===== src/rtl/mul_seq16.sv =====
// Sequential 16x16 unsigned shift-add multiplier that borrows an external
// 16-bit adder; one partial-product step per clock, 16 steps per product.
//
// state  | meaning
// IDLE   | waiting for start; adder operands forced to zero
// RUN    | 16 shift-add steps, busy high
// DONE   | one-cycle done pulse, product valid in p
module mul_seq16 (
    input  logic        clk,
    input  logic        rst_n,
    input  logic        start,
    input  logic [15:0] a,
    input  logic [15:0] b,
    output logic [15:0] add_a,
    output logic [15:0] add_b,
    output logic        add_ci,
    input  logic [15:0] add_r,
    input  logic        add_co,
    output logic        busy,
    output logic        done,
    output logic [31:0] p
);

    typedef enum logic [1:0] {
        S_IDLE = 2'd0,
        S_RUN  = 2'd1,
        S_DONE = 2'd2
    } state_t;

    state_t      state_q, state_d;
    logic [15:0] m_q, m_d;
    logic [15:0] h_q, h_d;
    logic [15:0] l_q, l_d;
    logic [3:0]  cnt_q, cnt_d;
    logic [31:0] p_q, p_d;
    logic [31:0] step_sum;

    // Carry, sum and the surviving multiplier bits shifted right as one word.
    assign step_sum = {add_co, add_r, l_q[15:1]};

    always_ff @(posedge clk) begin
        if (!rst_n) begin
            state_q <= S_IDLE;
            m_q     <= 16'h0000;
            h_q     <= 16'h0000;
            l_q     <= 16'h0000;
            cnt_q   <= 4'd0;
            p_q     <= 32'h0000_0000;
        end else begin
            state_q <= state_d;
            m_q     <= m_d;
            h_q     <= h_d;
            l_q     <= l_d;
            cnt_q   <= cnt_d;
            p_q     <= p_d;
        end
    end

    always_comb begin
        state_d = state_q;
        m_d     = m_q;
        h_d     = h_q;
        l_d     = l_q;
        cnt_d   = cnt_q;
        p_d     = p_q;
        add_a   = 16'h0000;
        add_b   = 16'h0000;
        add_ci  = 1'b0;
        busy    = 1'b0;
        done    = 1'b0;

        case (state_q)
            S_IDLE: begin
                if (start) begin
                    m_d     = a;
                    h_d     = 16'h0000;
                    l_d     = b;
                    cnt_d   = 4'd0;
                    state_d = S_RUN;
                end
            end
            S_RUN: begin
                busy       = 1'b1;
                add_a      = h_q;
                add_b      = l_q[0] ? m_q : 16'h0000;
                {h_d, l_d} = step_sum;
                cnt_d      = cnt_q + 4'd1;
                if (cnt_q == 4'd15) begin
                    p_d     = step_sum;
                    state_d = S_DONE;
                end
            end
            S_DONE: begin
                done    = 1'b1;
                state_d = S_IDLE;
            end
            default: begin
                state_d = S_IDLE;
            end
        endcase
    end

    assign p = p_q;

endmodule

===== config.mk =====
export PLATFORM = sky130hd
export DESIGN_NAME = mul_seq16
export DESIGN_NICKNAME = d
export VERILOG_FILES = /design/src/rtl/mul_seq16.sv
export SDC_FILE = /design/constraint.sdc
export NUM_CORES = 1
export LEC_CHECK = 0
export ABC_CLOCK_PERIOD_IN_PS = 4400
export CAP_MARGIN = 20
export CORE_MARGIN = 4
export CORE_UTILIZATION = 48
export DETAILED_ROUTE_END_ITERATION = 10
export PLACE_DENSITY = 0.85
export SYNTH_ARGS = -nofsm -noshare
export SYNTH_HDL_FRONTEND = slang
export SYNTH_SLANG_ARGS = --single-unit

===== constraint.sdc =====
create_clock -name clk -period 4.4 [get_ports clk]
set_clock_uncertainty 0.15 [all_clocks]
set_input_delay 1.1 -clock clk [delete_from_list [all_inputs] [get_ports clk]]
set_output_delay 1.1 -clock clk [all_outputs]
set_load 0.01 [all_outputs]

==> results of run 1 <==
-- worst max-delay path: stages (launching register included) --
cell             delay [ns]
dfxtp_1                0.35
nand2b_1               0.20
inv_4                  0.47
and3_1                 0.26
clkdlybuf4s50_1        0.54
-- stage by stage --
step	area, sq um	worst slack [ns]
2_1_floorplan	3370	1.92
3_3_place_gp	4510	1.29
3_5_place_dp	4510	1.24
4_1_cts	4690	0.949
5_1_grt	4690	0.785
6_report	4690	0.975
-- power breakdown --
group	total, W	switching, W	leakage [nW]	internal [W]
sequential	0.000829	0.0000210	0.702	0.000808
clock	0.000525	0.000306	0.0907	0.000219
combinational	0.000160	0.0000800	1.02	0.0000796
-- layer usage --
metal / vias to the layer above / GRT usage, % / routed length, um
met1: 1373 / 23.7 / 3700
met4: 0 / 4.70 / 30
met2: 84 / 33.7 / 4040
met3: 4 / 8.53 / 709
met5: - / 0 / 0
li1: 1482 / - / -
-- sequential cells by signal, summed over array words and instances (netlist names) --
signal / cells
m_q: 16
state_q: 2
l_q: 16
p: 32
h_q: 16
cnt_q: 4
-- kinds of logic after synthesis --
kind of cell | share of synthesized area, %
and+or+nand+nor | 20.0
AOI/OAI and AO/OA | 22.7
DFF | 51.1
buffers and inverters | 5.68
adders and majority gates | 0.371
other | 0.111
-- synthesized netlist by cell type (2+ instances only) --
| cell type | n |
|---|---|
| buf_6 | 4 |
| nand2_1 | 83 |
| o21ai_0 | 16 |
| nand3_1 | 18 |
| buf_4 | 3 |
| dfxtp_1 | 86 |
| buf_2 | 10 |
| a22o_1 | 32 |
| a31oi_1 | 16 |
| clkbuf_1 | 18 |
| and2_1 | 16 |
| a21boi_0 | 33 |
| a21oi_1 | 2 |
| nor2b_1 | 2 |
| and3_1 | 19 |
-- worst max path at each step --
stage | startpoint | to
after detailed placement | rst_n | p[7]
after global placement | rst_n | p[8]
after global routing | state_q[0] | add_b[6]
after floorplan | state_q[1] | add_b[0]
final | state_q[1] | add_b[14]
after CTS | state_q[1] | add_b[4]
-- cell type report --
| class | instances | share of cell area (%) |
|---|---|---|
| flip-flops and latches | 86 | 36.7 |
| multi-input cells | 249 | 31.0 |
| repair buffers | 121 | 25.6 |
| clock buffers | 9 | 2.64 |
| well taps | 96 | 2.56 |
| clock inverters | 7 | 1.36 |
| inverters | 1 | 0.133 |
==> reports/metrics.yaml, run 1 <==
status: "finished clean"
cts-root-buf: "clkbuf_8"
port_buffers: 117
clk_latency_ns: 0.34
cts_setup_buffers: 0
ys_seq_elements: 86
synth_edf_count: 0
p_leak_nw: 1.81
yosys_warnings: 0
setup_viol: 0
grt_pass1_vias: 2973
postLayoutCoreUtil_pct: 69.1
stdcell_count: 569
io_pins: 119
wl_per_cell_um: 14.9
clk_pin_slew_ns: 0.09
post-dp-hpwl_um: 5730
num_rows: 30
min_path_type: "reg -> reg"
ys_async_sr_fraction_pct: 0
rsz0062_at_grt: "no"
place_congestion: 0.746
syn_to_final_growth_pct: 39.3
dp.cells: 553
crit_path_start_kind: "flop"
period_needed_ns: 3.43
whs_ns: 0.310
seq_area_sq_um: 1720
fillerInstances: 539
synth.distinct_cells: 28
r2r_start: "state_q[1]"
fp.dieW_um: 91.8
dieArea_sq_um: 8420
synth_area_leaders: "dfxtp_1, nand2_1, a22o_1, a21boi_0, and3_1"
die_h_um: 91.8
layout_commonest_cell: "clkdlybuf4s50_1"
wl_um: 8480
grt_pass1_wl_um: 13800
r2r_slack_ns: 1.97
synth_area_sq_um: 3370
drive_gt1_share_pct: 5.29
vias_per_cell: 5.17
p_total_w: 0.00151
h-tree-depth: 3
multiInputGateArea_sq_um: 1460
layout_common_cells: "clkdlybuf4s50_1, dfxtp_1, nand2_1, a21boi_0, a22o_1"
grt_max_degree: 72
cts_tree: "yes"
path_max_fanout: 71
cts_made_buffers: 9
synth_flop_cell: "dfxtp_1"
yosysTopAreaCellShare_pct: 51.1
clock-sinks: 86
grt-ovfl-total: 0
drc: 0
ir_worst_vdd_v: 0.000208
fin_setup_tns_ns: 0
syn_nets: 424
ys_seq_area_share_pct: 51.1
diodes: 0
hold_end: "m_q[5]"
worst-endpoint-arrival_ns: 2.18
synth_cells: 371
cts_buffer_depth: 2
fin_crit_sh_pct: 77.8
slew_headroom_pct: 38.1
cts.repair.resized: 0
powerDensity_nw_per_um2: 322
worst_pin_slew_ns: 0.924
syn_avg_cell_area_sq_um: 9.08
fmax_ghz: 0.292
nNetsFinal: 521
required_ns: 3.15
initial_core_util_pct: 49.6
drv_slew: 0
grt_usage_pct: 20.0
hold_start: "m_q[5]"
endpoint_kind: "primary output"
ctsHoldBuffers: 0
critical_path_class: "reg -> out"
r2r-end: "p[7]"
synth_area_leader_cell: "dfxtp_1"
dr.first_iter.drc_count: 170
coreArea_sq_um: 6790
maxCapViolations: 0
firstDrtPassIters: 4
timing.final.hold_violations: 0
ant_nets: 0
r2r_cells: 5
min_path_cells: 2
vias: 2943
antenna_found_initial: 0
Note: power is estimated with default switching activity, not from simulation.
==> run 2: changes to the inputs <==
==> config.mk (replaced) <==
export PLATFORM = sky130hd
export DESIGN_NAME = mul_seq16
export DESIGN_NICKNAME = d
export VERILOG_FILES = /design/src/rtl/mul_seq16.sv
export SDC_FILE = /design/constraint.sdc
export NUM_CORES = 1
export LEC_CHECK = 0
export ABC_CLOCK_PERIOD_IN_PS = 3200
export CAP_MARGIN = 20
export CORE_MARGIN = 4
export CORE_UTILIZATION = 45
export DETAILED_ROUTE_END_ITERATION = 10
export PLACE_DENSITY = 0.8
export SYNTH_ARGS = -nofsm -noshare
export SYNTH_HDL_FRONTEND = slang
export SYNTH_SLANG_ARGS = --single-unit
==> constraint.sdc (replaced) <==
create_clock -name clk -period 3.2 [get_ports clk]
set_clock_uncertainty 0.15 [all_clocks]
set_input_delay 0.8 -clock clk [delete_from_list [all_inputs] [get_ports clk]]
set_output_delay 0.8 -clock clk [all_outputs]
set_load 0.01 [all_outputs]
==> run 2 against run 1 <==
- sequential power is 38% higher
- flip-flop and latch count stayed put
- count of clock-buffer cells in the layout is 3 higher
- critical path type unchanged
==> reports/metrics.yaml, run 2 (synthesis results as in run 1) <==
status: "finished clean"
cp_cell_sequence: "nand2b_1 > inv_4 > and3_1 > clkdlybuf4s50_1"
crit_path_start_kind: "flop"
port_buffers: 117  # unchanged
cts_made_buffers: 9  # unchanged
endpoint_kind: "primary output"
critPathBufInv: 2  # unchanged
clock-sinks: 86  # unchanged
fin_setup_tns_ns: 0  # unchanged
h-tree-depth: 3  # unchanged
p_leak_nw: 1.84  # +1.6%
fin_crit_sh_pct: 93.0
grt_pass1_vias: 2924  # -1.6%
cts_tree: "yes"
drv_slew: 0  # unchanged
clk_pin_slew_ns: 0.08  # about the same
fp.dieW_um: 94.5  # +3.0%
ctsHoldBuffers: 0  # unchanged
dieArea_sq_um: 8940  # +6.1%
path_delay_family: "buffers and inverters"
r2r_slack_ns: 1.19  # -0.78 ns
maxCapViolations: 0  # unchanged
drive_gt1_share_pct: 5.47  # +0.19 points
r2r_start: "state_q[1]"
vias_per_cell: 5.17  # -0.13%
layout_common_cells: "clkdlybuf4s50_1, dfxtp_1, nand2_1, a21boi_0, a22o_1"
timing.final.hold_violations: 0  # unchanged
worst_pin_slew_ns: 0.751  # -0.173 ns
fmax_ghz: 0.336
period_needed_ns: 2.97
r2r-end: "p[15]"
firstDrtPassIters: 4  # unchanged
post-dp-hpwl_um: 5760  # +0.50%
initial_core_util_pct: 46.5  # -3.1 points
coreArea_sq_um: 7250  # +6.8%
nNetsFinal: 523  # +0.38%
syn_to_final_growth_pct: 41.3
min_path_type: "reg -> reg"
rsz0062_at_grt: "no"
largest_reg_flops: 32  # unchanged
critical_path_class: "reg -> out"
wl_per_cell_um: 15.3  # +2.3%
layout_commonest_cell: "clkdlybuf4s50_1"
setup_viol: 0  # unchanged
ant_nets: 0  # unchanged
worst-endpoint-arrival_ns: 2.02  # -0.16 ns
wl_um: 8750  # +3.2%
r2r_cells: 5  # unchanged
ir_worst_vdd_v: 0.000210  # +0.98%
powerDensity_nw_per_um2: 452  # +40%
clk_latency_ns: 0.34  # about the same
cts_setup_buffers: 0  # unchanged
dr.first_iter.drc_count: 142  # -16%
postLayoutCoreUtil_pct: 65.6  # -3.5 points
path_max_fanout: 56  # -21%
timing.critical_path.from: "state_q[1]"
io_pins: 119  # unchanged
place_congestion: 0.774  # +3.7%
grt_usage_pct: 19.9  # -0.19 points
endpoint: "add_b[11]"
antenna_found_initial: 0  # unchanged
vias: 2965  # +0.75%
slowest_delay_ns: 0.54  # about the same
die_h_um: 94.5  # +3.0%
crit_slowest_cell: "clkdlybuf4s50_1"
cts.repair.resized: 0  # unchanged
slew_headroom_pct: 49.9  # +12 points
cts_buffer_depth: 2  # unchanged
cp.depth: 4  # unchanged
num_rows: 31  # +3.3%
grt_max_degree: 57  # -21%
required_ns: 2.25  # -0.90 ns
cts-root-buf: "clkbuf_8"
grt-ovfl-total: 0  # unchanged
grt_pass1_wl_um: 14100  # +2.2%
drc: 0  # unchanged
fillerInstances: 604  # +12%
diodes: 0  # unchanged
==> run 2: stage by stage <==
stage | cells | hold WS (ns) | power, W | setup slack (ns) | instance area [sq um]
3_5_place_dp | 558 | 0.305 | 0.00139 | 0.559 | 4550
3_3_place_gp | 558 | 0.303 | 0.00138 | 0.590 | 4550
6_report | 574 | 0.317 | 0.00215 | 0.225 | 4760
5_1_grt | 574 | 0.336 | 0.00225 | 0.0500 | 4760
4_1_cts | 574 | 0.319 | 0.00216 | 0.202 | 4760
2_1_floorplan | 371 | 0.289 | 0.00128 | 1.02 | 3370
==> run 2: how the worst min path moves through the flow <==
stage	cells past startpoint	slack, ns	startpoint	to
6_report	2	0.32	m_q[0]	m_q[0]
5_1_grt	2	0.34	m_q[2]	m_q[2]
4_1_cts	2	0.32	m_q[2]	m_q[2]
3_5_place_dp	1	0.31	p[5]	p[5]
3_3_place_gp	2	0.30	m_q[1]	m_q[1]
2_1_floorplan	2	0.29	m_q[0]	m_q[0]
==> run 2: cell type report <==
cell class / instances / area, sq um / area share, %
tap: 99 / 124 / 2.60
clock inverter: 4 / 55.1 / 1.16
inverter: 1 / 6.26 / 0.131
clock buffer: 12 / 155 / 3.26
timing repair buffer: 123 / 1240 / 26.1
multi-input combinational: 249 / 1460 / 30.6
sequential: 86 / 1720 / 36.2
==> run 2: worst min-delay path, delay by kind of cell, from the launching register on <==
| kind | cells | cell delay (ns) |
|---|---|---|
| AND/OR/NAND/NOR | 1 | 0.05 |
| flip-flops | 1 | 0.31 |
| AO/OA/AOI/OAI | 1 | 0.06 |
==> run 2: layer usage <==
layer	track usage, %	vias up	part of all wire (%)
met5	0	-	0
met4	6.85	0	0.66
met3	5.10	6	6.8
met2	31.6	96	47
met1	26.3	1382	46
li1	-	1481	-
==> run 2: where the power goes <==
group	total [W]	leakage (nW)	switching (W)	internal, W
Combinational	0.000226	1.04	0.000112	0.000113
Sequential	0.00114	0.702	0.0000286	0.00111
Clock	0.000786	0.103	0.000379	0.000407
Total	0.00215	1.84	0.000520	0.00163
